$ cat src/rtl/mem_arbiter.sv
// rtl/mem_arbiter.sv - fetch/data arbiter in front of a 1-cycle-latency registered memory.
// Define ARB_STARVE_GUARD_EN to let a waiting fetch win after STARVE_MAX consecutive data grants.
module mem_arbiter #(
  parameter int STARVE_MAX = 4,
  parameter int AW         = 32
) (
  input  logic          clk,
  input  logic          rst_n,
  input  logic          if_req,
  input  logic [AW-1:0] if_addr,
  output logic          if_gnt,
  output logic          if_rvalid,
  output logic [31:0]   if_rdata,
  input  logic          d_req,
  input  logic          d_we,
  input  logic [2:0]    d_funct3,
  input  logic [AW-1:0] d_addr,
  input  logic [31:0]   d_wdata,
  output logic          d_gnt,
  output logic          d_rvalid,
  output logic [31:0]   d_rdata,
  output logic          mem_write,
  output logic [2:0]    mem_funct3,
  output logic [AW-1:0] mem_write_address,
  output logic [31:0]   mem_write_data,
  output logic [AW-1:0] mem_read_address,
  input  logic [31:0]   mem_read_data
);

  typedef enum logic [1:0] {IDLE, IF_RD, D_RD, D_WR} state_t;

  state_t state;
  logic   fetch_win;

  if (STARVE_MAX < 1 || STARVE_MAX > 15) begin : g_bad_starve_max
    $error("mem_arbiter: STARVE_MAX must be in 1..15");
  end

`ifdef ARB_STARVE_GUARD_EN
  logic [3:0] starve_cnt;

  assign fetch_win = if_req && (!d_req || starve_cnt == 4'(STARVE_MAX));

  // Counts data grants that made a pending fetch wait; any fetch grant restarts the window.
  always_ff @(posedge clk or negedge rst_n) begin
    if (!rst_n) begin
      starve_cnt <= 4'd0;
    end else if (if_gnt) begin
      starve_cnt <= 4'd0;
    end else if (d_gnt && if_req && starve_cnt != 4'hF) begin
      starve_cnt <= starve_cnt + 4'd1;
    end
  end
`else
  assign fetch_win = if_req && !d_req;
`endif

  assign if_gnt = (state == IDLE) && fetch_win;
  assign d_gnt  = (state == IDLE) && d_req && !fetch_win;

  // Memory data is already registered, so it is forwarded only in the response cycle.
  assign if_rdata = if_rvalid ? mem_read_data : 32'h0;
  assign d_rdata  = d_rvalid  ? mem_read_data : 32'h0;

  always_ff @(posedge clk or negedge rst_n) begin
    if (!rst_n) begin
      state             <= IDLE;
      mem_write         <= 1'b0;
      if_rvalid         <= 1'b0;
      d_rvalid          <= 1'b0;
      mem_funct3        <= 3'b010;
      mem_read_address  <= '0;
      mem_write_address <= '0;
      mem_write_data    <= 32'h0;
    end else begin
      mem_write <= 1'b0;
      if_rvalid <= (state == IF_RD);
      d_rvalid  <= (state == D_RD);
      case (state)
        IDLE: begin
          if (if_gnt) begin
            state            <= IF_RD;
            mem_read_address <= if_addr;
            mem_funct3       <= 3'b010;
          end else if (d_gnt) begin
            mem_funct3 <= d_funct3;
            if (d_we) begin
              state             <= D_WR;
              mem_write         <= 1'b1;
              mem_write_address <= d_addr;
              mem_write_data    <= d_wdata;
            end else begin
              state            <= D_RD;
              mem_read_address <= d_addr;
            end
          end
        end
        default: state <= IDLE;
      endcase
    end
  end

endmodule

$ cat config.mk
export PLATFORM = sky130hd
export DESIGN_NAME = mem_arbiter
export DESIGN_NICKNAME = d
export VERILOG_FILES = /design/src/rtl/mem_arbiter.sv
export SDC_FILE = /design/constraint.sdc
export NUM_CORES = 1
export LEC_CHECK = 0
export ABC_AREA = 1
export CORE_MARGIN = 2
export CORE_UTILIZATION = 39
export CTS_BUF_LIST = sky130_fd_sc_hd__clkbuf_8
export CTS_CLUSTER_DIAMETER = 50
export DETAILED_ROUTE_END_ITERATION = 8
export PLACE_DENSITY = 0.84
export SETUP_SLACK_MARGIN = 0.15
export SLEW_MARGIN = 10
export SYNTH_ARGS = -nofsm -noshare
export SYNTH_HDL_FRONTEND = slang
export SYNTH_SLANG_ARGS = --single-unit
$ cat constraint.sdc
create_clock -name clk -period 1.6 [get_ports clk]
set_input_delay 0.4 -clock clk [delete_from_list [all_inputs] [get_ports clk]]
set_output_delay 0.4 -clock clk [all_outputs]
set_load 0.1 [all_outputs]
==> results.py, run 1 <==
metrics = {
    "synthesis": {
        "synth_top_family_by_area": "simple AND/OR/NAND/NOR gates",
        "synth_top_area_share_pct": 51.8,
        "synthFlopType": "dfrtp_1",
        "ys_seq_elements": 104,
        "yosysSeqAreaShare_pct": 52.4,
        "synth_warnings": 0,
        "synth_common_cells": "nand2_1, inv_1, dfrtp_1",
        "synthesis.area_sq_mm": 0.00497,
        "synthTopCellsByArea": "dfrtp_1, nand2_1, inv_1",
        "synth_fp_nets": 818,
        "synthArstFlopShare_pct": 100,
        "synth_simple_gate_area_share_pct": 30.8,
        "synth_xor_area_share_pct": 0,
        "synthAdderAreaFrac_pct": 0,
        "synth.distinct_cells": 15,
        "yosysTopAreaCell": "dfrtp_1",
        "synth_compound_area_share_pct": 3.42,
        "yosysMostFrequentCell": "nand2_1",
        "avgSynthCellArea_sq_um": 7.29,
        "synthCells": 682,
        "synth-edff-count": 0,
        "synthMuxAreaShare_pct": 0,
    },
    "status": {
        "status": "did not finish",
        "lastStage": "global routing (5_1_grt)",
        "first-error": "[ERROR DPL-0038] Utilization greater than 100%, impossible to legalize",
    },
    "placement": {
        "io_buffers": 303,
        "dp.cells": 1149,
        "dpl_worst_slack_ps": -376,
        "dp.final_hpwl_um": 16400,
        "gp_congestion": 0.844,
    },
    "floorplanning": {
        "fp-row-count": 41,
        "die_width_um": 117,
        "initial_utilization_pct": 39.7,
        "ios": 304,
        "die_h_um": 117,
    },
    "clock_tree": {
        "clk_path_buf_depth": 2,
        "cts_root_buffer": "clkbuf_8",
        "htreeDepth": 3,
        "cts_inserted_buffers": 9,
        "clock_sinks": 104,
    },
    "timing": {
        "worstEndpointType": "output port",
        "crit_endpoint": "if_rdata[22]",
    },
    "global_routing": {
        "grt_max_degree": 37,
    },
}
## cells by family after synthesis
kind of cell,count (synthesis)
simple gates,371
buf+inv,173
flops,104
compound gates,34
## through the flow
stage	setup TNS, ps	hold slack, ps	cell area (sq um)	util, %
2_1_floorplan	-40640	104	5870	-
3_3_place_gp	-27290	277	10800	86.6
3_5_place_dp	-34140	278	10800	86.6
4_1_cts	-18770	413	11900	95.1
## repair_timing
action,CTS
pin swaps,14
hold buffers,1
gates cloned,14
gates resized for setup,158
hold endpoints to repair,13
endpoints found under the setup margin,155
buffers inserted,17
==> run 2: changes to the inputs <==
Settings changed: CORE_UTILIZATION 39 to 38, CTS_BUF_LIST sky130_fd_sc_hd__clkbuf_8 to unset, CTS_CLUSTER_DIAMETER 50 to unset, PLACE_DENSITY 0.84 to unset, PLACE_DENSITY_LB_ADDON set to 0.15, SETUP_SLACK_MARGIN 0.15 to unset.
==> run 2 against run 1 <==
  * The flow now finishes, with violations (setup timing)
  * Area after synthesis unchanged
  * Synthesized cell count unchanged
==> results.py, run 2 <==
metrics = {
    "global_routing": {
        "grt_max_degree": 56,
        "antenna_found_initial": 3,
        "grt_pass1_wl_um": 34000,
        "grtUsageTotal_pct": 31.1,
        "gr-total-overflow": 0,
        "grt_pass1_vias": 6291,
    },
    "route": {
        "antenna_left": 0,
        "drc": 0,
        "wirelength_um": 22000,
        "vias_per_cell": 4.96,
        "firstDrtPassIters": 5,
        "detail_route.wl_per_cell_um": 18.6,
        "drt-initial-drc-count": 333,
        "vias": 5873,
    },
    "setup_path": {
        "crit_slowest_cell": "dfrtp_4",
        "r2r-end": "mem_write_data[6]",
        "r2r_start": "state[0]",
        "critPathArrivalTime_ps": 1440,
        "critPathLaunch": "d_rvalid",
        "rr_worst_depth": 8,
        "path_cells": "clkbuf_16, nand2_4, clkinvlp_4, buf_12",
        "cp_max_fo": 9,
        "reg2reg_slack_ps": 30,
        "required_ps": 1200,
        "crit_type": "register to primary output",
        "cp-endpoint": "d_rdata[13]",
        "max_stage_delay_ps": 530,
        "cp-end-kind": "primary output",
        "startpoint_type": "register",
    },
    "finish": {
        "layout_commonest_cell": "nand2_1",
        "utilization_pct": 89.1,
        "final_cell_mix": "nand2_1, buf_12, clkdlybuf4s50_1, dfrtp_1, nand3_1",
        "fill_cells": 584,
        "final_nets": 1140,
        "area_growth_pct": 128,
        "reg.largest.list": "mem_read_address: 32 flops, mem_write_address: 32 flops, mem_write_data: 32 flops",
        "finalInstanceArea_sq_mm": 0.0113,
        "drive_above_1_share_pct": 37.2,
    },
    "clock_tree": {
        "clock_sinks": 104,
        "htreeDepth": 3,
        "cts_tree": "built",
        "cts_inserted_buffers": 9,
        "cts.reportedPaths.clkPinSlew_ps": 70,
        "clk_path_buf_depth": 2,
        "insertion_delay_ps": 350,
        "holdBufCountCts": 0,
        "cts_root_buffer": "clkbuf_16",
    },
    "placement": {
        "io_buffers": 303,
        "place_area_sq_mm": 0.0108,
        "gp_congestion": 0.881,
        "dp.final_hpwl_um": 16000,
        "dpl_worst_slack_ps": -394,
    },
    "timing": {
        "period_minus_slack_ps": 1840,
        "fmax_ghz": 0.544,
        "finalSetupViolations": 68,
        "worst_pin_slew_ps": 476,
        "hold_viol_final": 0,
        "fin_crit_sh_pct": 115,
        "whs_ps": 4.20,
        "max_slew_margin_pct": 68.3,
        "maxSlewViolCount": 0,
        "layout_setup_ws_ps": -239,
        "rsz0062_at_grt": "yes",
        "fin_worst_skew_ps": 9.59,
    },
    "floorplanning": {
        "fp-row-count": 41,
        "die_h_um": 118,
        "die_width_um": 118,
        "initial_utilization_pct": 39.1,
        "ios": 304,
        "dieArea_sq_mm": 0.0140,
        "core_sq_mm": 0.0127,
    },
    "pwr": {
        "switching_share_pct": 52.3,
        "power.leakage_nw": 5.50,
        "power.switching_mw": 9.36,
        "seq_power_share_pct": 22.9,
        "ir_drop_mv": 1.36,
        "power_mw": 17.9,
        "internal-power_mw": 8.53,
        "comb_power_share_pct": 64.6,
        "p_per_area_mw_per_mm2": 1580,
        "clock_power_share_pct": 12.5,
    },
    "synthesis": {
        "yosysSeqAreaShare_pct": 52.4,
        "synthCells": 682,
        "yosysTopAreaCell": "dfrtp_1",
        "synthArstFlopShare_pct": 100,
        "synthFlopType": "dfrtp_1",
        "synth_warnings": 0,
        "synthesis.area_sq_mm": 0.00497,
        "synth_fp_nets": 818,
        "synth-edff-count": 0,
        "ys_seq_elements": 104,
        "synth_top_area_share_pct": 51.8,
        "yosysMostFrequentCell": "nand2_1",
        "synthTopCellsByArea": "dfrtp_1, nand2_1, inv_1",
        "synth_common_cells": "nand2_1, inv_1, dfrtp_1",
        "avgSynthCellArea_sq_um": 7.29,
        "synth.distinct_cells": 15,
    },
    "run": {
        "cap_violations": 0,
    },
    "status": {
        "violations": "setup timing",
        "status": "finished, violations left",
    },
    "min_path": {
        "hp-class": "primary input to async pin",
    },
}
-- run 2: layout make-up --
cell class,instances,area (sq um),share of cell area (%)
inverters,135,747,6.59
flip-flops and latches,104,2610,23.0
well taps,172,215,1.90
clock buffers,11,243,2.14
repair buffers,349,5270,46.4
diodes,3,7.51,0.0662
multi-input cells,405,2190,19.3
clock inverters,5,56.3,0.496
-- run 2: worst min path at each step --
stage	end	from	slack, ps	cells after the start
6_report	mem_write_address[17]	rst_n	4	1
5_1_grt	mem_write_address[18]	rst_n	40	1
3_3_place_gp	mem_write_address[17]	rst_n	390	1
3_5_place_dp	mem_write_address[17]	rst_n	390	1
2_1_floorplan	mem_funct3[0]	rst_n	100	0
4_1_cts	mem_write_address[17]	rst_n	20	1
-- run 2: kinds of logic (layout without fill, tap and decap cells) --
kind of cell           after synthesis  count (layout)  synth area share [%]
AND/OR/NAND/NOR                    371             371                  30.8
buffers and inverters              173             500                  13.4
flip-flops                         104             104                  52.4
AO/OA/AOI/OAI                       34              34                  3.42
other                                0               3                     0
-- run 2: repair_timing --
item                       CTS  global route
setup endpoints to repair  103            84
pin swaps                    4             2
resized for setup           11             9
setup buffers                9             3
cloned                       1             1
-- run 2: power groups by stage --
stage	Clock [mW]	Combinational [mW]	Sequential, mW
global route	2.35	11.9	4.18
global placement	0	11.3	4.08
floorplan	0	2.14	8.59
CTS	2.26	11.5	4.09
finish	2.23	11.6	4.10
detailed placement	0	11.4	4.11
-- run 2: critical path: cells and delay by family (launching register included) --
family	cells	cell delay (ps)
DFF	1	530
and+or+nand+nor	1	80
buffers and inverters	3	480
-- run 2: stage by stage --
stage,TNS [ps],std cells
global route,-15710,1184
detailed placement,-37490,1151
CTS,-13330,1177
global placement,-33840,1151
floorplan,-39840,682
finish,-13850,1184
-- run 2: layer usage --
metal / wire (um) / track usage (%) / vias to the layer above / part of all wire, %
li1: - / - / 2681 / -
met1: 7660 / 33.7 / 2818 / 35
met2: 11700 / 56.6 / 300 / 53
met3: 1480 / 6.47 / 74 / 6.7
met4: 1170 / 16.3 / 0 / 5.3
met5: 0 / 0 / - / 0
(Power assumes the default switching activity.)
